===== src/rtl/gshare_bp.sv =====
// Gshare direction predictor with a direct-mapped BTB. Lookup is combinational; training lands one cycle after upd_valid.
// No backpressure: one update per cycle is accepted, and updates during reset or INIT are dropped.
module gshare_bp #(
  parameter int DBITS   = 32,
  parameter int BPBITS  = 8,
  parameter int BTBBITS = 6
) (
  input  logic              clk,
  input  logic              reset,
  input  logic [DBITS-1:0]  fe_pc,
  output logic              pred_taken,
  output logic [DBITS-1:0]  pred_target,
  output logic [BPBITS-1:0] pred_idx,
  input  logic              upd_valid,
  input  logic              upd_dir,
  input  logic [BPBITS-1:0] upd_idx,
  input  logic [DBITS-1:0]  upd_target,
  input  logic [DBITS-1:0]  upd_pc,
  output logic              init_busy
);
  localparam int TBITS = DBITS - BTBBITS - 2;

  typedef struct packed {
    logic             valid;
    logic [TBITS-1:0] tag;
    logic [DBITS-1:0] target;
  } btb_entry_t;

  typedef enum logic {INIT, RUN} state_t;

  state_t            state_q, state_d;
  logic [BPBITS-1:0] init_cnt;
  logic [BPBITS-1:0] ghr;
  logic [1:0]        bht [2**BPBITS];
  btb_entry_t        btb [2**BTBBITS];

  logic [BTBBITS-1:0] fe_bi, upd_bi;
  btb_entry_t         fe_ent;
  logic               hit, run;
  logic               unused_pc_lsbs;

  assign unused_pc_lsbs = ^{fe_pc[1:0], upd_pc[1:0]};

  always_comb begin
    state_d = state_q;
    if (state_q == INIT && init_cnt == {BPBITS{1'b1}}) state_d = RUN;
  end

  always_ff @(posedge clk) begin
    if (reset) begin
      state_q  <= INIT;
      init_cnt <= '0;
      ghr      <= '0;
    end else begin
      state_q <= state_d;
      if (state_q == INIT) init_cnt <= init_cnt + 1'b1;
      if (state_q == RUN && upd_valid) ghr <= {ghr[BPBITS-2:0], upd_dir};
    end
  end

  // Tables carry no reset term; the INIT walk is what clears them.
  always_ff @(posedge clk) begin
    if (!reset) begin
      if (state_q == INIT) begin
        bht[init_cnt]                  <= 2'b01;
        btb[init_cnt[BTBBITS-1:0]].valid <= 1'b0;
      end else if (upd_valid) begin
        if (upd_dir) begin
          if (bht[upd_idx] != 2'b11) bht[upd_idx] <= bht[upd_idx] + 2'd1;
          btb[upd_bi] <= '{valid: 1'b1, tag: upd_pc[DBITS-1:BTBBITS+2], target: upd_target};
        end else if (bht[upd_idx] != 2'b00) begin
          bht[upd_idx] <= bht[upd_idx] - 2'd1;
        end
      end
    end
  end

  assign run         = (state_q == RUN) && !reset;
  assign init_busy   = !run;
  assign pred_idx    = fe_pc[BPBITS+1:2] ^ ghr;
  assign fe_bi       = fe_pc[BTBBITS+1:2];
  assign upd_bi      = upd_pc[BTBBITS+1:2];
  assign fe_ent      = btb[fe_bi];
  assign hit         = fe_ent.valid && (fe_ent.tag == fe_pc[DBITS-1:BTBBITS+2]);
  assign pred_taken  = run && bht[pred_idx][1] && hit;
  assign pred_target = pred_taken ? fe_ent.target : '0;
endmodule


===== config.mk =====
export PLATFORM = sky130hd
export DESIGN_NAME = gshare_bp
export DESIGN_NICKNAME = d
export VERILOG_FILES = /design/src/rtl/gshare_bp.sv
export SDC_FILE = /design/constraint.sdc
export NUM_CORES = 2
export LEC_CHECK = 0
export CAP_MARGIN = 40
export CELL_PAD_IN_SITES_DETAIL_PLACEMENT = 1
export CELL_PAD_IN_SITES_GLOBAL_PLACEMENT = 1
export CORE_ASPECT_RATIO = 0.5
export CORE_MARGIN = 2
export CORE_UTILIZATION = 45
export CTS_BUF_LIST = sky130_fd_sc_hd__clkbuf_2
export DETAILED_ROUTE_END_ITERATION = 10
export PLACE_DENSITY = 0.74
export SLEW_MARGIN = 20
export SYNTH_ARGS = -nofsm -noshare
export SYNTH_HDL_FRONTEND = slang
export SYNTH_MEMORY_MAX_BITS = 65536
export SYNTH_SLANG_ARGS = --single-unit
export TNS_END_PERCENT = 50

===== constraint.sdc =====
create_clock -name clk -period 52.5 [get_ports clk]
set_clock_uncertainty 0.15 [all_clocks]
set_input_delay 10.5 -clock clk [delete_from_list [all_inputs] [get_ports clk]]
set_output_delay 10.5 -clock clk [all_outputs]
set_load 0.02 [all_outputs]

==> results_dict.tcl <==
set metrics [dict create \
    io_buffers 145 \
    cp_common_cell "buf_4" \
    clock.fmax_mhz 34.6 \
    syn-num-nets 7111 \
    synth_edf_count 4160 \
    syn_to_final_growth_pct 11.6 \
    end_kind "output port" \
    finalNetCount 8086 \
    power.leakage_nw 67.6 \
    place_inst 11900 \
    drv_cap 0 \
    drtPass1Iterations 6 \
    final_layout_size_suffix_gt1_share_pct 38.6 \
    clk_pin_slew_ns 0.11 \
    async_flop_share_pct 0 \
    vias 85000 \
    yosysUniqueCellTypes 62 \
    hold_viol_final 0 \
    reg2reg_depth 10 \
    gp_congestion 0.775 \
    ys_warn_count 0 \
    outcome "completed" \
    hold_end "ghr[4]" \
    synth_fa_ha_area_share_pct 0.00761 \
    path_buf_inv 8 \
    grt_usage_pct 25.3 \
    drc_errors 0 \
    drt-wirelength-per-cell_um 35.3 \
    finalMaxSlewViolations 0 \
    syn-cell-area_um2 164000 \
    hold_depth 2 \
    dr.first_iter.drc_count 12600 \
    r2r_slack_ns 47.24 \
    grt-ovfl-total 0 \
    ys_seq_area_share_pct 76.2 \
    num_io_pins 150 \
    r2r-start "bht[238][1]" \
    postCtsHoldBufs 0 \
    startpoint_type "primary input" \
    worstPathCellList "buf_16 -> buf_4 -> buf_4 -> buf_4 -> buf_4 -> buf_16 -> mux4_2 -> mux4_2 -> mux2i_1 -> mux2i_1 -> xnor2_1 -> nand4_1 -> or4_1 -> and4b_2 -> buf_16 -> and3_1 -> clkdlybuf4s50_1" \
    final_cells 13500 \
    cp_max_fo 78 \
    netlist_instances 7002 \
    grt_pass1_wl_mm 664 \
    fin_crit_ns 28.89 \
    grt_pass1_vias 88400 \
    arrival_ns 18.24 \
    avgViaCountPerCell 6.31 \
    rsz0062_at_grt "no" \
    finalSetupTns_ns 0 \
    postRouteAntennaNets 0 \
    slowest_delay_ns 0.77 \
    ctsResizeCount 0 \
    syn_area_per_cell_um2 23.5 \
    synthFlopType "edfxtp_1" \
    start_util_pct 45.4 \
    timing.rr.end "bht[172][0]" \
    cts-root-buf "clkbuf_2" \
    synth.area.mux_share_pct 19.6 \
    dieArea_um2 371000 \
    vdd_drop_max_v 0.0000182 \
    rows 156 \
    cts-htree-levels 6 \
    min_period_over_period_pct 55.0 \
    synth-simple-area-share_pct 2.12 \
    clk_latency_ns 1.89 \
    p_per_area_nw_per_um2 31.8 \
    core-area_um2 362000 \
    cts_setup_buffers 0 \
    slowest_stage "and4b_2" \
    hold_start "ghr[4]" \
    placed_cell_area_um2 175000 \
    synth_compound_area_share_pct 0.606 \
    fp.dieH_um 431 \
    max_slew_margin_pct 28.0 \
    cts_tree "yes" \
    crit_family "buffers and inverters" \
    grt_max_degree 149 \
    cp.required_ns 41.85 \
    antenna_found_initial 31 \
    numCtsBuffers 884 \
    ys_ff_latch 4177 \
    finalSetupViolations 0 \
    die_x_um 859 \
    clockBufferDepth 4 \
    critPathKind "in -> out" \
    synth_top_family_by_area "multiplexers" \
    tightest_slew_ns 1.08 \
    synthXorXnorAreaFrac_pct 0.213 \
    hpwl_mm 266 \
    totalWireLength_mm 475 \
    finalInstanceArea_um2 184000 \
    numClockSinks 4177 \
    hold_path_class "reg -> reg" \
]
cell usage after synthesis, types with 4 or more instances:
cell type	instances	area (µm²)
nand2b_1	17	106
nor2_1	176	661
a21o_1	4	30.0
nor2b_1	14	87.6
clkbuf_1	224	841
nor3_2	11	110
nand2_1	64	240
buf_6	19	214
a21oi_1	34	170
xor2_1	23	201
nand3_1	25	125
a211oi_1	15	113
mux2i_1	88	881
nand3b_1	6	45.0
mux2_2	9	101
o211ai_1	11	82.6
o21ai_0	21	105
o22ai_1	4	25.0
buf_1	77	289
mux4_2	1383	31100
dfxtp_1	17	340
inv_1	9	33.8
and2_1	5	31.3
and3_1	89	557
mux2i_4	6	135
a22oi_1	31	233
buf_4	20	150
buf_2	102	510
nor3_1	255	1280
edfxtp_1	4160	125000
xnor2_1	17	149
nor4_1	7	43.8
nand4_1	9	56.3
metrics by stage:
stage / setup slack, ns / hold slack [ns] / total power, mW / util (%)
4_1_cts: 23.03 / 0.361 / 5.86 / 50.4
6_report: 23.61 / 0.354 / 5.84 / 50.6
2_1_floorplan: 27.14 / 0.298 / 3.81 / -
3_3_place_gp: 23.06 / 0.318 / 3.88 / 47.6
3_5_place_dp: 23.08 / 0.347 / 3.88 / 48.2
5_1_grt: 23.12 / 0.385 / 6.02 / 50.6
sequential cells by signal, summed over array words and instances (netlist names):
| signal | count |
|---|---|
| btb | 3648 |
| bht | 512 |
| ghr | 8 |
| init_cnt | 8 |
| state_q | 1 |
cell families (layout without fill, tap and decap cells):
| group | Yosys count | after routing |
|---|---|---|
| multiplexers | 1486 | 1486 |
| buffers and inverters | 454 | 2079 |
| AO/OA/AOI/OAI | 148 | 148 |
| XOR/XNOR | 40 | 40 |
| adder cells (fa/ha/maj) | 1 | 1 |
| AND/OR/NAND/NOR | 696 | 696 |
| flip-flops | 4177 | 4177 |
| other | 0 | 15 |
worst max-delay path by stage:
stage	startpoint	end	slack [ns]	cells past startpoint
6_report	fe_pc[2]	pred_target[7]	23.61	17
5_1_grt	fe_pc[2]	pred_target[7]	23.12	17
4_1_cts	fe_pc[2]	pred_target[9]	23.03	16
3_5_place_dp	fe_pc[2]	pred_target[9]	23.08	16
3_3_place_gp	fe_pc[2]	pred_target[28]	23.06	15
2_1_floorplan	upd_idx[0]	bht[0][1]	27.14	11
placed cells by master, fill, tap and decap left out, drive strengths merged, types with 15 or more instances in the layout:
cell              n
and3             89
inv              22
bufinv           15
a22oi            31
dfxtp            17
xor2             23
nand2b           17
nor2            176
mux4           1383
o21ai            22
buf             397
xnor2            17
mux2i            94
a21oi            34
clkbuf         1346
edfxtp         4160
nand2            64
diode            15
nand3            25
clkdlybuf4s50   135
clkinv          155
a211oi           16
nor3            266
layer usage:
layer	track usage (%)	wire, µm
met1	34.8	173000
met5	0	131
met3	6.72	60200
met2	39.5	223000
met4	9.30	18600
cell type report:
type                            count  area, µm²
Fill cell                       32400     179000
Sequential cell                  4177     125000
Multi-Input combinational cell   2371      37800
Clock buffer                     1346       6740
Timing Repair Buffer              532       6460
Tap cell                         4819       6030
Clock inverter                    190       1200
Inverter                           11       56.3
Antenna cell                       15       37.5
worst register-to-register path: cells and delay by family, from the launching register on:
kind | cells | cell delay [ns]
buf+inv | 1 | 0.64
flops | 1 | 0.42
mux | 1 | 0.47
simple gates | 2 | 0.87
compound gates | 6 | 2.38
power breakdown:
part	switching (mW)	total (mW)	internal, mW	leakage [nW]
Combinational	0.122	0.204	0.0828	14.2
Clock	1.28	2.03	0.748	6.14
Sequential	0.000651	3.61	3.60	47.2
No activity file was read; power rests on OpenSTA's default activity.
